**config.mk**
```make
export PLATFORM = sky130hd
export DESIGN_NAME = pll_lock_supervisor
export DESIGN_NICKNAME = d
export VERILOG_FILES = /design/src/rtl/pll_sup_pkg.sv /design/src/rtl/sync_2ff.sv /design/src/rtl/pll_lock_supervisor.sv
export SDC_FILE = /design/constraint.sdc
export NUM_CORES = 1
export LEC_CHECK = 0
export CAP_MARGIN = 20
export CORE_UTILIZATION = 42
export DETAILED_ROUTE_END_ITERATION = 12
export PLACE_DENSITY_LB_ADDON = 0.25
export REMOVE_ABC_BUFFERS = 1
export SETUP_SLACK_MARGIN = 0.1
export SLEW_MARGIN = 30
export SYNTH_ARGS = -nofsm -noshare
export SYNTH_HDL_FRONTEND = slang
export SYNTH_SLANG_ARGS = --single-unit
```
**constraint.sdc**
```tcl
create_clock -name clk -period 3.7 [get_ports clk]
set_input_delay 0.74 -clock clk [delete_from_list [all_inputs] [get_ports clk]]
set_output_delay 0.74 -clock clk [all_outputs]
set_load 0.05 [all_outputs]
```
**src/rtl/pll_sup_pkg.sv**
```systemverilog
// Shared types and helpers for the PLL lock supervisor.
//   state_e   : supervisor FSM states
//   LossCntW  : width of the saturating lock-loss counter
//   cnt_width : bits needed to count 0..n-1 (never less than 1)
//   max3      : largest of three cycle parameters, sizes the shared timer
package pll_sup_pkg;

  typedef enum logic [2:0] {
    StAssertRst,
    StWaitLock,
    StStable,
    StRun,
    StFault
  } state_e;

  localparam int unsigned LossCntW = 8;

  function automatic int unsigned cnt_width(input int unsigned n);
    return (n <= 1) ? 1 : $clog2(n);
  endfunction

  function automatic int unsigned max3(input int unsigned a, input int unsigned b,
                                       input int unsigned c);
    int unsigned m;
    m = (a > b) ? a : b;
    return (m > c) ? m : c;
  endfunction

endpackage

```
**src/rtl/sync_2ff.sv**
```systemverilog
// Two-flop synchronizer for a single level signal crossing into clk_i.
//   clk_i : destination clock
//   rst_i : synchronous active-high reset, clears both stages to 0
//   d_i   : asynchronous level input
//   q_o   : synchronized level
module sync_2ff (
  input  logic clk_i,
  input  logic rst_i,
  input  logic d_i,
  output logic q_o
);

  logic meta_q;
  logic sync_q;

  always_ff @(posedge clk_i) begin
    if (rst_i) begin
      meta_q <= 1'b0;
      sync_q <= 1'b0;
    end else begin
      meta_q <= d_i;
      sync_q <= meta_q;
    end
  end

  assign q_o = sync_q;

endmodule

```
**src/rtl/pll_lock_supervisor.sv**
```systemverilog
// PLL lock supervisor: drives the PLL reset pin, waits for a stable lock and only then
// releases the system reset. Retries on lock timeout, re-sequences on lock loss and parks
// in a sticky fault after too many failed attempts.
//   clk          : reference clock (also the PLL input clock)
//   reset        : synchronous active-high block reset
//   lock_i       : PLL lock, asynchronous to clk
//   clear_i      : leave FAULT and restart (ignored elsewhere)
//   pll_reset_o  : PLL reset, high in ASSERT_RST and FAULT
//   sys_reset_o  : system reset, low only in RUN
//   ready_o      : high in RUN
//   fault_o      : high in FAULT
//   retry_cnt_o  : failed attempts in the current sequence
//   loss_cnt_o   : lock-loss events seen in RUN, saturating
module pll_lock_supervisor
  import pll_sup_pkg::*;
#(
  parameter int unsigned RESET_CYCLES = 16,
  parameter int unsigned LOCK_TIMEOUT = 50000,
  parameter int unsigned LOCK_STABLE  = 1024,
  parameter int unsigned MAX_RETRY    = 3,
  localparam int unsigned RetryW      = cnt_width(MAX_RETRY + 1)
) (
  input  logic                clk,
  input  logic                reset,
  input  logic                lock_i,
  input  logic                clear_i,
  output logic                pll_reset_o,
  output logic                sys_reset_o,
  output logic                ready_o,
  output logic                fault_o,
  output logic [RetryW-1:0]   retry_cnt_o,
  output logic [LossCntW-1:0] loss_cnt_o
);

  localparam int unsigned TimerW = cnt_width(max3(RESET_CYCLES, LOCK_TIMEOUT, LOCK_STABLE));

  localparam logic [TimerW-1:0] RstLast     = TimerW'(RESET_CYCLES - 1);
  localparam logic [TimerW-1:0] TimeoutLast = TimerW'(LOCK_TIMEOUT - 1);
  localparam logic [TimerW-1:0] StableLast  = TimerW'(LOCK_STABLE - 1);
  localparam logic [RetryW-1:0] RetryMax    = RetryW'(MAX_RETRY);

  logic lock_s;

  sync_2ff u_lock_sync (
    .clk_i (clk),
    .rst_i (reset),
    .d_i   (lock_i),
    .q_o   (lock_s)
  );

  state_e              state_q, state_d;
  logic [TimerW-1:0]   timer_q, timer_d;
  logic [RetryW-1:0]   retry_q, retry_d;
  logic [LossCntW-1:0] loss_q, loss_d;
  logic                pll_reset_q, pll_reset_d;
  logic                sys_reset_q, sys_reset_d;
  logic                ready_q, ready_d;
  logic                fault_q, fault_d;

  always_comb begin
    state_d = state_q;
    timer_d = timer_q + TimerW'(1);
    retry_d = retry_q;
    loss_d  = loss_q;

    unique case (state_q)
      StAssertRst: begin
        if (timer_q == RstLast) state_d = StWaitLock;
      end
      StWaitLock: begin
        // Lock takes priority over a timeout landing on the same cycle.
        if (lock_s) begin
          state_d = StStable;
        end else if (timer_q == TimeoutLast) begin
          if (retry_q == RetryMax) begin
            state_d = StFault;
          end else begin
            retry_d = retry_q + RetryW'(1);
            state_d = StAssertRst;
          end
        end
      end
      StStable: begin
        if (!lock_s) begin
          state_d = StWaitLock;
        end else if (timer_q == StableLast) begin
          state_d = StRun;
        end
      end
      StRun: begin
        timer_d = timer_q;
        if (!lock_s) begin
          state_d = StAssertRst;
          retry_d = '0;
          if (loss_q != '1) loss_d = loss_q + LossCntW'(1);
        end
      end
      StFault: begin
        timer_d = timer_q;
        if (clear_i) begin
          state_d = StAssertRst;
          retry_d = '0;
        end
      end
      default: state_d = StAssertRst;
    endcase

    if (state_d != state_q) timer_d = '0;

    // Outputs decode the next state so they change on the same edge as the state.
    pll_reset_d = (state_d == StAssertRst) || (state_d == StFault);
    sys_reset_d = (state_d != StRun);
    ready_d     = (state_d == StRun);
    fault_d     = (state_d == StFault);
  end

  always_ff @(posedge clk) begin
    if (reset) begin
      state_q     <= StAssertRst;
      timer_q     <= '0;
      retry_q     <= '0;
      loss_q      <= '0;
      pll_reset_q <= 1'b1;
      sys_reset_q <= 1'b1;
      ready_q     <= 1'b0;
      fault_q     <= 1'b0;
    end else begin
      state_q     <= state_d;
      timer_q     <= timer_d;
      retry_q     <= retry_d;
      loss_q      <= loss_d;
      pll_reset_q <= pll_reset_d;
      sys_reset_q <= sys_reset_d;
      ready_q     <= ready_d;
      fault_q     <= fault_d;
    end
  end

  assign pll_reset_o = pll_reset_q;
  assign sys_reset_o = sys_reset_q;
  assign ready_o     = ready_q;
  assign fault_o     = fault_q;
  assign retry_cnt_o = retry_q;
  assign loss_cnt_o  = loss_q;

endmodule

```
==> flow_metrics.env <==
export IMPL_post_cts_repair_setup_buffers=0
export IMPL_first_global_vias=1411
export IMPL_power_density_nw_per_um2=373
export IMPL_slew_headroom=0.535
export IMPL_worstHoldPathType="reg -> reg"
export IMPL_die_h_um=66.4
export IMPL_intPower_w=0.000608
export IMPL_remaining_number_of_nets_flagged_by_the_antenna_check_after_routing=0
export IMPL_critPathLaunchType="flip-flop"
export IMPL_hold_viol_final=0
export IMPL_ratio_of_cells_with_drive_above_1_in_the_final_layout=0.125
export IMPL_worst_path_max_fanout=12
export IMPL_grt_use_total=0.195
export IMPL_post_route_period_util=0.656
export IMPL_routed_wirelength_mm=3.73
export IMPL_path_class="reg -> reg"
export IMPL_p_seq_frac=0.501
export IMPL_end_kind="flip-flop"
export IMPL_setup_tns_final_ps=0
export IMPL_outcome="finished, final reports clean"
export IMPL_final_max_slew_viol_count=0
export IMPL_power_static_leakage_nw=0.734
export IMPL_worstPathArrival_ps=2580
export IMPL_num_fill_cells=366
export IMPL_cts_num_sinks=35
export IMPL_fin_cells=258
export IMPL_maximum_clock_rate_mhz=412
export IMPL_power_switching_w=0.000160
export IMPL_cts_htree_levels=2
export IMPL_antenna_cells_inserted=0
export IMPL_ys_async_sr_fraction=0
export IMPL_critical_path_max_stage_delay_ps=590
export IMPL_synth_edff_count=0
export IMPL_synthDistinctLibCells=45
export IMPL_path_cells="or4_4 > or4_4 > a2bb2oi_2 > a21boi_4 > nor3_1"
export IMPL_grt_max_degree=16
export IMPL_critical_path_buf_inv_count=0
export IMPL_ys_ff_latch=35
export IMPL_syn_instance_count=188
export IMPL_place_port_buffers=17
export IMPL_row_count=23
export IMPL_antenna_found_initial=0
export IMPL_tritoncts_clock_tree="built"
export IMPL_via_count=1393
export IMPL_cts_reportedPaths_clkPinSlew_ps=80
export IMPL_finalHoldWorstSlack_ps=466
export IMPL_synthesis_yosys_warnings=0
export IMPL_clock_power_frac=0.470
export IMPL_crit_required_ps=3860
export IMPL_drtPass1Iterations=4
export IMPL_detailed_place_hpwl_mm=2.61
export IMPL_cts_hold_buf=0
export IMPL_grt_first_pass_wirelength_mm=6.32
export IMPL_ys_seq_area_frac=0.402
export IMPL_switching_share=0.208
export IMPL_route_detailed_wl_per_inst_um=14.5
export IMPL_drtIter0Drc=80
export IMPL_finalCriticalPeriod_ps=2430
export IMPL_maxCapViolCount=0
export IMPL_design_portCount=18
export IMPL_multi_input_comb_area_um2=988
export IMPL_power_share_combinational=0.029
export IMPL_clock_insertion_delay_worst_skew_ps=290
export IMPL_dieArea_um2=4410
export IMPL_cell_count_after_placement=250
export IMPL_skew_ps=7.32
export IMPL_critical_path_slowest_cell="sky130_fd_sc_hd__or4_4"
export IMPL_cts_resized=0
export IMPL_cts_made_buffers=5
export IMPL_cts_buffer_depth=2
export IMPL_mean_instance_size_in_the_synthesized_netlist_um2=9.26
export IMPL_dieWidth_um=66.4
export IMPL_grt_overflow_total=0
export IMPL_worst_path_most_repeated_cell="sky130_fd_sc_hd__or4_4"
export IMPL_number_of_nets_in_the_layout=214
export IMPL_clock_tree_root_cell="sky130_fd_sc_hd__clkbuf_8"
export IMPL_initial_core_util=0.435
export IMPL_timing_worst_slew_pin_value_ps=692
export IMPL_drc_errors=0
export IMPL_dominantRegCellSynth="sky130_fd_sc_hd__dfxtp_1"
export IMPL_area_delta_synth_final_pct=18.2
export IMPL_ff_latch_area_um2=701
export IMPL_gp_congestion=0.732
export IMPL_peakVddDrop_mv=0.259
export IMPL_grt_setup_unrepaired="no"
export IMPL_post_drt_via_cell_ratio=5.40
export IMPL_core_area_um2=4000
export IMPL_cp_top_family="simple AND/OR/NAND/NOR gates"
export IMPL_setup_violations=0
export IMPL_syn_area_um2=1740
-- per-stage QoR --
step	worst slack, ps	cell area (um2)	power, W	utilization
after detailed placement	1300	1940	0.000415	0.485
after floorplan	1500	1700	0.000404	-
after global placement	1330	1940	0.000413	0.485
final	1270	2060	0.000768	0.515
after CTS	1270	2060	0.000775	0.515
after global routing	1190	2060	0.000795	0.515
-- state kept, by name (all words and copies together), names as in the netlist --
signal              count
timer_q                16
loss_cnt_o              8
state_q                 3
retry_cnt_o             2
fault_o                 1
pll_reset_o             1
ready_o                 1
sys_reset_o             1
u_lock_sync.meta_q      1
u_lock_sync.q_o         1
-- logic make-up after synthesis --
family	count (synthesis)	share of synthesized area
adder cells (fa/ha/maj)	3	0.0216
XOR/XNOR	21	0.106
AND/OR/NAND/NOR	96	0.336
multiplexers	2	0.0115
buffers and inverters	9	0.0302
flip-flops	35	0.402
AO/OA/AOI/OAI	22	0.0927
-- power by group through the flow --
| stage | sequential [W] | combinational (W) | clock [W] |
|---|---|---|---|
| after floorplan | 0.000392 | 0.0000122 | 0 |
| after global placement | 0.000393 | 0.0000203 | 0 |
| after detailed placement | 0.000393 | 0.0000223 | 0 |
| after CTS | 0.000385 | 0.0000222 | 0.000368 |
| final | 0.000385 | 0.0000222 | 0.000361 |
| after global routing | 0.000385 | 0.0000244 | 0.000385 |
-- layout make-up --
cell class / count / share of cell area
Tap cell: 50 / 0.0304
Clock inverter: 2 / 0.0170
Inverter: 3 / 0.00547
Timing Repair Buffer: 18 / 0.0863
Sequential cell: 35 / 0.340
Multi-Input combinational cell: 144 / 0.480
Clock buffer: 6 / 0.0401
-- per-layer routing --
layer  vias up  routed length [um]  global-route usage
li1        702                   -                   -
met2        27                1900               0.342
met1       658                1610               0.214
met5         -                   0                   0
met4         0                  75              0.0878
met3         6                 143              0.0586
-- cell usage after synthesis (2+ instances only) --
| cell | count | area, um2 |
|---|---|---|
| sky130_fd_sc_hd__nand4b_1 | 2 | 17.5 |
| sky130_fd_sc_hd__mux2i_1 | 2 | 20.0 |
| sky130_fd_sc_hd__nor2_1 | 18 | 67.6 |
| sky130_fd_sc_hd__nor4_1 | 4 | 25.0 |
| sky130_fd_sc_hd__xor2_1 | 13 | 114 |
| sky130_fd_sc_hd__nand2_1 | 14 | 52.6 |
| sky130_fd_sc_hd__a31oi_1 | 2 | 12.5 |
| sky130_fd_sc_hd__ha_1 | 3 | 37.5 |
| sky130_fd_sc_hd__nand4_1 | 5 | 31.3 |
| sky130_fd_sc_hd__xnor2_1 | 8 | 70.1 |
| sky130_fd_sc_hd__o21ai_0 | 4 | 20.0 |
| sky130_fd_sc_hd__a21oi_1 | 6 | 30.0 |
| sky130_fd_sc_hd__nand2b_1 | 4 | 25.0 |
| sky130_fd_sc_hd__or4_4 | 2 | 22.5 |
| sky130_fd_sc_hd__nor2b_1 | 4 | 25.0 |
| sky130_fd_sc_hd__dfxtp_1 | 35 | 701 |
| sky130_fd_sc_hd__and4_1 | 3 | 26.3 |
| sky130_fd_sc_hd__nand3_1 | 7 | 35.0 |
| sky130_fd_sc_hd__clkbuf_1 | 4 | 15.0 |
| sky130_fd_sc_hd__inv_1 | 3 | 11.3 |
| sky130_fd_sc_hd__or3_1 | 2 | 12.5 |
| sky130_fd_sc_hd__and2_1 | 2 | 12.5 |
| sky130_fd_sc_hd__nor3_2 | 10 | 100 |
| sky130_fd_sc_hd__nor3_1 | 8 | 40.0 |
| sky130_fd_sc_hd__and3_1 | 3 | 18.8 |
-- final timing paths --
check,end,cells past startpoint,from,slack (ps)
setup reg to reg,timer_q[15]$_SDFFE_PP0N_,5,timer_q[10]$_SDFFE_PP0N_,1270
hold reg to reg,u_lock_sync.q_o$_SDFF_PP0_,1,u_lock_sync.meta_q$_SDFF_PP0_,470
hold / removal,u_lock_sync.q_o$_SDFF_PP0_,1,u_lock_sync.meta_q$_SDFF_PP0_,470
setup / recovery,timer_q[15]$_SDFFE_PP0N_,5,timer_q[10]$_SDFFE_PP0N_,1270
-- cell usage in the layout, fill, tap and decap left out, types with 2 or more instances in the layout --
| master | Yosys | final |
|---|---|---|
| sky130_fd_sc_hd__nand3_1 | 7 | 7 |
| sky130_fd_sc_hd__ha_1 | 3 | 3 |
| sky130_fd_sc_hd__nor2b_1 | 4 | 4 |
| sky130_fd_sc_hd__mux2i_1 | 2 | 2 |
| sky130_fd_sc_hd__or3_1 | 2 | 2 |
| sky130_fd_sc_hd__clkdlybuf4s50_1 | 0 | 17 |
| sky130_fd_sc_hd__and3_1 | 3 | 3 |
| sky130_fd_sc_hd__xor2_1 | 13 | 13 |
| sky130_fd_sc_hd__nand2_1 | 14 | 14 |
| sky130_fd_sc_hd__xnor2_1 | 8 | 8 |
| sky130_fd_sc_hd__nand4_1 | 5 | 5 |
| sky130_fd_sc_hd__nor3_2 | 10 | 10 |
| sky130_fd_sc_hd__nor2_1 | 18 | 18 |
| sky130_fd_sc_hd__nor3_1 | 8 | 8 |
| sky130_fd_sc_hd__or4_4 | 2 | 2 |
| sky130_fd_sc_hd__a31oi_1 | 2 | 2 |
| sky130_fd_sc_hd__nand2b_1 | 4 | 4 |
| sky130_fd_sc_hd__and4_1 | 3 | 3 |
| sky130_fd_sc_hd__dfxtp_1 | 35 | 35 |
| sky130_fd_sc_hd__o21ai_0 | 4 | 4 |
| sky130_fd_sc_hd__clkbuf_8 | 0 | 6 |
| sky130_fd_sc_hd__a21oi_1 | 6 | 6 |
| sky130_fd_sc_hd__and2_1 | 2 | 2 |
| sky130_fd_sc_hd__nand4b_1 | 2 | 2 |
| sky130_fd_sc_hd__inv_1 | 3 | 3 |
| sky130_fd_sc_hd__nor4_1 | 4 | 4 |
-- worst reg2reg max path, stage by stage, from the launching register on --
cell and delay [ps]:
sky130_fd_sc_hd__dfxtp_1 340, sky130_fd_sc_hd__or4_4 540, sky130_fd_sc_hd__or4_4 590, sky130_fd_sc_hd__a2bb2oi_2 200, sky130_fd_sc_hd__a21boi_4 510, sky130_fd_sc_hd__nor3_1 120
Note: power is estimated with default switching activity, not from simulation.
